File: src/rtl/fphub_pkg.sv
// FPHUB format definitions shared by the converter and the FPHUB adder.
// Word layout {s, e, F}: implicit leading 1 and implicit trailing 1 (ILSB) on the fraction.
package fphub_pkg;

  localparam int FPHUB_E = 8;
  localparam int FPHUB_M = 24;
  localparam int FPHUB_W = FPHUB_E + FPHUB_M + 1;

  localparam logic [FPHUB_E-1:0] EXP_ONES = '1;

  typedef struct packed {
    logic               s;
    logic [FPHUB_E-1:0] e;
    logic [FPHUB_M-1:0] f;
  } fphub_word_t;

  function automatic logic is_zero(input logic [FPHUB_E-1:0] e);
    return e == '0;
  endfunction

  function automatic logic is_inf(input logic [FPHUB_E-1:0] e);
    return e == EXP_ONES;
  endfunction

endpackage

File: src/rtl/fphub_round_unit.sv
// Combinational FPHUB -> IEEE-style word conversion (decode specials, drop the ILSB).
// Build option FPHUB_CONV_RNE_EN: round-half-to-even instead of truncation.
module fphub_round_unit
  import fphub_pkg::*;
#(
  parameter int M = FPHUB_M,
  parameter int E = FPHUB_E
) (
  input  logic [E+M:0] word_i,
  output logic [E+M:0] word_o,
  output logic         ovf_o
);

  logic         s;
  logic [E-1:0] e;
  logic [M-1:0] f;

  assign s = word_i[E+M];
  assign e = word_i[E+M-1:M];
  assign f = word_i[M-1:0];

`ifdef FPHUB_CONV_RNE_EN
  // The dropped ILSB is exactly half an ulp, so every normal is a tie: odd fractions round up.
  function automatic logic [M:0] rne_incr(input logic [M-1:0] frac);
    return {1'b0, frac} + {{M{1'b0}}, frac[0]};
  endfunction

  logic [M:0]   sum;
  logic [E-1:0] e_inc;

  assign sum   = rne_incr(f);
  assign e_inc = e + {{(E-1){1'b0}}, 1'b1};
`endif

  always_comb begin
    word_o = word_i;
    ovf_o  = 1'b0;
    if (is_zero(e)) begin
      word_o = {s, {E{1'b0}}, {M{1'b0}}};
    end else if (is_inf(e)) begin
      word_o = {s, {E{1'b1}}, {M{1'b0}}};
    end
`ifdef FPHUB_CONV_RNE_EN
    else if (sum[M]) begin
      if (is_inf(e_inc)) begin
        word_o = {s, {E{1'b1}}, {M{1'b0}}};
        ovf_o  = 1'b1;
      end else begin
        word_o = {s, e_inc, {M{1'b0}}};
      end
    end else begin
      word_o = {s, e, sum[M-1:0]};
    end
`endif
  end

endmodule

File: src/rtl/fphub_to_ieee_converter.sv
// Two-stage streaming FPHUB -> IEEE-style converter with valid/ready on both sides.
// Build option FPHUB_CONV_RNE_EN selects round-half-to-even (default: truncation).
module fphub_to_ieee_converter
  import fphub_pkg::*;
#(
  parameter int M = FPHUB_M,
  parameter int E = FPHUB_E
) (
  input  logic         clk,
  input  logic         rst,
  input  logic         in_valid,
  output logic         in_ready,
  input  logic [E+M:0] in_data,
  output logic         out_valid,
  input  logic         out_ready,
  output logic [E+M:0] out_data,
  output logic         out_overflow
);

  logic         adv1, adv2;
  logic         vld_p1_q, vld_p1_d;
  logic         vld_p2_q, vld_p2_d;
  logic [E+M:0] data_p1_q, data_p2_q;
  logic         ovf_p1_q, ovf_p2_q;
  logic [E+M:0] rnd_word;
  logic         rnd_ovf;

  assign adv2     = !vld_p2_q || out_ready;
  assign adv1     = !vld_p1_q || adv2;
  assign in_ready = adv1 && !rst;

  fphub_round_unit #(.M(M), .E(E)) u_round (
    .word_i (in_data),
    .word_o (rnd_word),
    .ovf_o  (rnd_ovf)
  );

  always_comb begin
    vld_p1_d = vld_p1_q;
    vld_p2_d = vld_p2_q;
    if (adv1) vld_p1_d = in_valid;
    if (adv2) vld_p2_d = vld_p1_q;
  end

  always_ff @(posedge clk) begin
    if (rst) begin
      vld_p1_q <= 1'b0;
      vld_p2_q <= 1'b0;
    end else begin
      vld_p1_q <= vld_p1_d;
      vld_p2_q <= vld_p2_d;
    end
  end

  // Stage 1: rounded word from the decode/round unit
  always_ff @(posedge clk) begin
    if (adv1 && in_valid) begin
      data_p1_q <= rnd_word;
      ovf_p1_q  <= rnd_ovf;
    end
  end

  // Stage 2: output register, held while downstream stalls
  always_ff @(posedge clk) begin
    if (adv2 && vld_p1_q) begin
      data_p2_q <= data_p1_q;
      ovf_p2_q  <= ovf_p1_q;
    end
  end

  assign out_valid    = vld_p2_q && !rst;
  assign out_data     = out_valid ? data_p2_q : '0;
  assign out_overflow = out_valid && ovf_p2_q;

endmodule

File: config.mk
export PLATFORM = sky130hd
export DESIGN_NAME = fphub_to_ieee_converter
export DESIGN_NICKNAME = d
export VERILOG_FILES = /design/src/rtl/fphub_pkg.sv /design/src/rtl/fphub_round_unit.sv /design/src/rtl/fphub_to_ieee_converter.sv
export SDC_FILE = /design/constraint.sdc
export NUM_CORES = 1
export LEC_CHECK = 0
export BUFFER_PORTS_ARGS = -buffer_cell sky130_fd_sc_hd__buf_2
export CAP_MARGIN = 20
export CORE_ASPECT_RATIO = 0.9
export CORE_MARGIN = 8
export CORE_UTILIZATION = 30
export CTS_BUF_LIST = sky130_fd_sc_hd__clkbuf_4 sky130_fd_sc_hd__clkbuf_8 sky130_fd_sc_hd__clkbuf_16
export DETAILED_ROUTE_END_ITERATION = 8
export HOLD_SLACK_MARGIN = 0.03
export PLACE_DENSITY = 0.55
export SETUP_SLACK_MARGIN = 0.5
export SYNTH_ARGS = -nofsm -noshare
export SYNTH_HDL_FRONTEND = slang
export SYNTH_SLANG_ARGS = --single-unit
File: constraint.sdc
create_clock -name clk -period 8.3 [get_ports clk]
set_input_delay 0.415 -clock clk [delete_from_list [all_inputs] [get_ports clk]]
set_output_delay 0.415 -clock clk [all_outputs]
set_load 0.05 [all_outputs]
Word-level counts from Yosys, hierarchy flattened
Cells that the tools add are included.
{"block": "totals", "ff_bits": 68, "latch_bits": 0, "ram_bits": 0, "mem_bits_ro": 0, "input_bits": 37, "out_inout_bits": 36, "wordCells": 20, "n_memories": 0}
{"block": "op_classes", "add_sub_neg": 0, "multipliers": 0, "n_div": 0, "order_cmp": 0, "eq_ne": 1, "shift": 0, "muxes": 2, "bitwise": 0, "n_reduce_logical": 11}
{"op": "33-bit two-way mux", "count": 1}
{"op": "32-bit two-way mux", "count": 1}
{"op": "8-bit == test, second input constant", "count": 1}
{"op": "8-bit logical NOT", "count": 1}
{"op": "1-bit logical AND", "count": 4}
{"op": "1-bit logical NOT", "count": 3}
{"op": "1-bit logical OR", "count": 2}
{"op": "2-bit OR reduction", "count": 1}

Logic depth before layout (Yosys ltp)
{"block": "logic_depth", "word_depth": 4, "ltp_mapped": 4, "ltp_nobuf": 3}

By module
From an unflattened synthesis, not the netlist that was laid out.
{"block": "unflattened", "hier_cells": 162, "area_unflattened_um2": 2741.4}
{"mod": "fphub_to_ieee_converter", "instances": 1, "cells_each": 117, "area_per_inst_um2": 2411.1, "seq_area_each_um2": 2082.0}
{"mod": "fphub_round_unit", "instances": 1, "cells_each": 45, "area_per_inst_um2": 330.3, "seq_area_each_um2": 0.0}

Worst setup path before layout
OpenSTA, ideal clock, no wires.
{"block": "synth_timing", "path_kind": "in2reg", "from": "input port out_ready", "to": "register data_p1_q[0], enable pin", "setup_ps": 474, "arrival_ps": 2940, "required_ps": 7826, "path_slack_ps": 4886, "cell_stages": 2, "path_buffers": 0, "path_cell_list": "nor2b_1 > a21boi_0"}
{"block": "synth_between", "elab_chain_cells": 3}
{"item": "start, declared", "line_no": "fphub_to_ieee_converter.sv:15", "text": "input logic out_ready,"}
{"item": "1-bit logical OR", "line_no": "fphub_to_ieee_converter.sv:28", "text": "assign adv2 = !vld_p2_q || out_ready;"}
{"item": "1-bit logical OR", "line_no": "fphub_to_ieee_converter.sv:29", "text": "assign adv1 = !vld_p1_q || adv2;"}
{"item": "1-bit logical AND", "line_no": "fphub_to_ieee_converter.sv:57", "text": "if (adv1 && in_valid) begin"}
{"item": "end signal, assigned", "line_no": "fphub_to_ieee_converter.sv:58", "text": "data_p1_q <= rnd_word;"}
{"item": "end, declared", "line_no": "fphub_to_ieee_converter.sv:23", "text": "logic [E+M:0] data_p1_q, data_p2_q;"}
Every way passes these cells.
A chain may end at the register's enable or synchronous reset.

Worst setup path after layout
{"block": "layout_timing", "from": "register vld_p2_q", "to": "output port out_data[23]"}
{"block": "layout_between", "elab_chain_cells": 2}
{"item": "start, declared", "line_no": "fphub_to_ieee_converter.sv:22", "text": "logic vld_p2_q, vld_p2_d;"}
{"item": "start signal, assigned", "line_no": "fphub_to_ieee_converter.sv:51", "text": "vld_p2_q <= vld_p2_d;"}
{"item": "1-bit logical AND", "line_no": "fphub_to_ieee_converter.sv:71", "text": "assign out_valid = vld_p2_q && !rst;"}
{"item": "33-bit two-way mux", "line_no": "fphub_to_ieee_converter.sv:72", "text": "assign out_data = out_valid ? data_p2_q : '0;"}
{"item": "end, declared", "line_no": "fphub_to_ieee_converter.sv:16", "text": "output logic [E+M:0] out_data,"}
Every way passes these cells.

==> impl_results.md <==
- Routed wl met2: between 2 and 2.5 mm
- Critical path launch point type: flop
- Avg Vias per Cell: 4.10
- Post_cts resized: 0
- Series of cell instances along the critical path: nor2b_2, and2_1, buf_2
- Number of top-level pins: 73
- Routed metal-1 wire length: just under 2 mm
- Number of instances in the synthesized netlist: 157
- Achievable clock frequency: roughly 420 MHz
- Power density over the cells: approximately 210 nW/um^2
- Fillers: 852
- Final count of negative-setup-slack endpoints: 0
- Number of buffers created by CTS: 9
- Clock-pin slew on the worst setup and hold paths: about 0.070 ns
- CP Launch Point: vld_p2_q
- Number of synthesized flops with an enable pin: between 60 and 70
- Final worst path period need: roughly 2.4 ns
- Crit Path Max Fanout: 34
- Transition time of the tightest slew-check pin: 0.943 ns
- Reg2Reg Depth: 2
- Number of antenna violations at the first check in global routing: 0
- Placed wire-length estimate after detailed placement: 3.30 mm
- Arrival time at the worst endpoint: between 1.5 and 2 ns
- Post-layout nets: 262
- Area occupied by multi-input gates: 517 sq um
- Max-cap violations: 0
- Unrepaired setup endpoints after global routing: no
- Data required time of the worst path: about 7.9 ns
- Fraction of final layout cells with drive strength greater than 1: 0.408
- Width of the die: ~110 um
- Terminus of the critical flop-to-flop path: data_p2_q[15]
- Post-synthesis sequential element count: 68
- Most instantiated flip-flop cell in the synthesis netlist: sky130_fd_sc_hd__edfxtp_1
- CTS tree: done
- First DRT Iteration DRCs: 31
- Share of the synthesized area in the top cell type: 0.759
- Final hold violations: 0
- Area growth from synthesis to final layout: 24.7%
- Post-route clock skew: between 0.009 and 0.01 ns
- Final GP Congestion: between 0.6 and 0.7
- Total Neg Setup Slack: 0 ns
- Pin count of the biggest net entering global routing: 35
- Vias: between 1000 and 1500
- Storage element area: about 2000 sq um
- Distinct cell type count of the synthesized netlist: 18
- Overall power after layout: 0.695 mW
- Proportion of register bits with asynchronous set or reset after synthesis: 0
- Top layer in use: met4
- Cts hold-fix bufs: 0
- Critical path capture point: out_data[23]
- Share of synthesized area occupied by flip-flops and latches: 0.775
- Met3 Routed Length: between 300 and 400 um
- Cell area after layout: 3260 sq um
- WL/cell: ~14 um
- Root buf cell: sky130_fd_sc_hd__clkbuf_8
- Cell with the most instances after synthesis: sky130_fd_sc_hd__edfxtp_1
- Die span in y: between 100 and 150 um
- Library cell with the largest summed area after synthesis: sky130_fd_sc_hd__edfxtp_1
- Post-DP Area: ~3000 sq um
- Post-CTS setup-driven buffer insertion count: 0
- Kind of capture point of the worst setup path: primary output
- Most instantiated cells after synthesis: 66 x sky130_fd_sc_hd__edfxtp_1, 33 x sky130_fd_sc_hd__and2_1, 23 x sky130_fd_sc_hd__nor3b_1
- Post-synthesis instance area: ~2600 sq um
- CTS H-Tree Depth: 3
- Class of the most critical hold timing path: in -> reg
- Master of the slowest instance on the critical path: sky130_fd_sc_hd__nor2b_2
- Vias in the first global route: ~1500
- Starting density of the core: 0.306
- Total core area: 8530 sq um
- Post-Synthesis Net Count: approximately 190
- Site row count: 32
- Path type of the worst setup path: reg -> out
- Reported leakage power: approximately 1.3 nW
- Worst voltage drop across the vdd grid: approximately 0.000063 V
- Syn Area/Cell: 16.6 sq um
- Portion of the clock cycle consumed by the worst path in the final layout: 0.285
- Residual antenna-violating net count after detailed routing: 0
- Max-slew headroom: 0.369
- Post-detailed-route DRC marker count: 0
- Synth area leaders: sky130_fd_sc_hd__edfxtp_1 76%, sky130_fd_sc_hd__and2_1 7.9%, sky130_fd_sc_hd__nor3b_1 6.6%, sky130_fd_sc_hd__clkbuf_1 1.6%, sky130_fd_sc_hd__dfxtp_1 1.5%
- Later-pin clock latency in the skew report: 0.33 ns
- FF-to-FF Start: vld_p2_q
- Result of the run: completed
- Final Max Tran Viols: 0
- Total length of routed wires: 4.86 mm
- All-Layer GR Usage: 0.0855
- Max clock buf depth: 2
- CTS sink cnt: ~70
- DIE AREA: approximately 12000 sq um
- Slowest cell delay on critical path: between 0.7 and 0.8 ns
- Count of input and output buffers: just over 70
- Warnings from Yosys: 0
- Overall overflow remaining after global route: 0
- First-pass GRT wire length: around 7.6 mm
- Number of optimization iterations in the first detailed-route pass: 4
- Antenna diodes: 0
- Reg2Reg Setup Slack: 6.65 ns
-- critical path: cells and delay by family, from the launching register on --
kind / cells / cell delay, ns
buf+inv: 1 / 0.27
simple gates: 2 / 1.03
flops: 1 / 0.32
-- cells by family (layout without fill, tap and decap cells) --
family                 Yosys count  count (layout)  share of synthesized area
AO/OA/AOI/OAI                    3               3                    0.00671
buffers and inverters           16              87                     0.0364
flip-flops                      68              68                      0.775
other                            1               1                    0.00144
AND/OR/NAND/NOR                 69              69                      0.181
-- through the flow --
stage          std cells  hold WS [ns]  utilization  setup WS, ns
2_1_floorplan        157         0.400            -          4.89
3_3_place_gp         331         0.400        0.357          6.02
3_5_place_dp         331         0.405        0.357          5.99
4_1_cts              345         0.240        0.377          5.83
5_1_grt              347         0.236        0.382          5.70
6_report             347         0.260        0.382          5.93
-- how the worst min path moves through the flow --
stage | start | end | depth (start not counted)
2_1_floorplan | data_p1_q[0] | data_p2_q[0] | 0
3_3_place_gp | data_p1_q[11] | data_p2_q[11] | 0
3_5_place_dp | data_p1_q[18] | data_p2_q[18] | 0
4_1_cts | in_data[32] | data_p1_q[32] | 1
5_1_grt | in_data[32] | data_p1_q[32] | 1
6_report | in_data[32] | data_p1_q[32] | 1
-- cell usage in the layout, fill, tap and decap left out, drive strengths merged --
| cell | netlist | routed |
|---|---|---|
| a21boi | 1 | 1 |
| nor3b | 24 | 24 |
| clkbuf | 12 | 10 |
| conb | 1 | 1 |
| dfxtp | 2 | 2 |
| and2 | 33 | 33 |
| nand4 | 2 | 2 |
| buf | 3 | 73 |
| or4 | 2 | 2 |
| nor2 | 5 | 5 |
| a21oi | 2 | 2 |
| clkinv | 0 | 3 |
| edfxtp | 66 | 66 |
| bufinv | 0 | 1 |
| nor2b | 3 | 3 |
-- report_power, final --
part / internal [mW] / total [mW] / switching, mW
Combinational: 0.0170 / 0.0487 / 0.0317
Clock: 0.136 / 0.245 / 0.109
Sequential: 0.398 / 0.401 / 0.00383
Total: 0.551 / 0.695 / 0.145
-- registers in the layout, indices dropped and copies added (netlist names) --
register	cells
data_p1_q	33
data_p2_q	33
vld_p1_q	1
vld_p2_q	1
-- area by class of cell --
cell class / count / share of cell area
sequential: 68 / 0.621
clock buffer: 10 / 0.0404
clock inverter: 4 / 0.0131
tap: 119 / 0.0457
multi-input combinational: 73 / 0.159
timing repair buffer: 73 / 0.121
-- per-layer routing --
metal | vias to the layer above | global-route usage
met2 | 44 | 0.143
met3 | 5 | 0.0383
met1 | 679 | 0.0835
li1 | 694 | -
met4 | 0 | 0.0570
met5 | - | 0
Note: power is estimated with default switching activity, not from simulation.
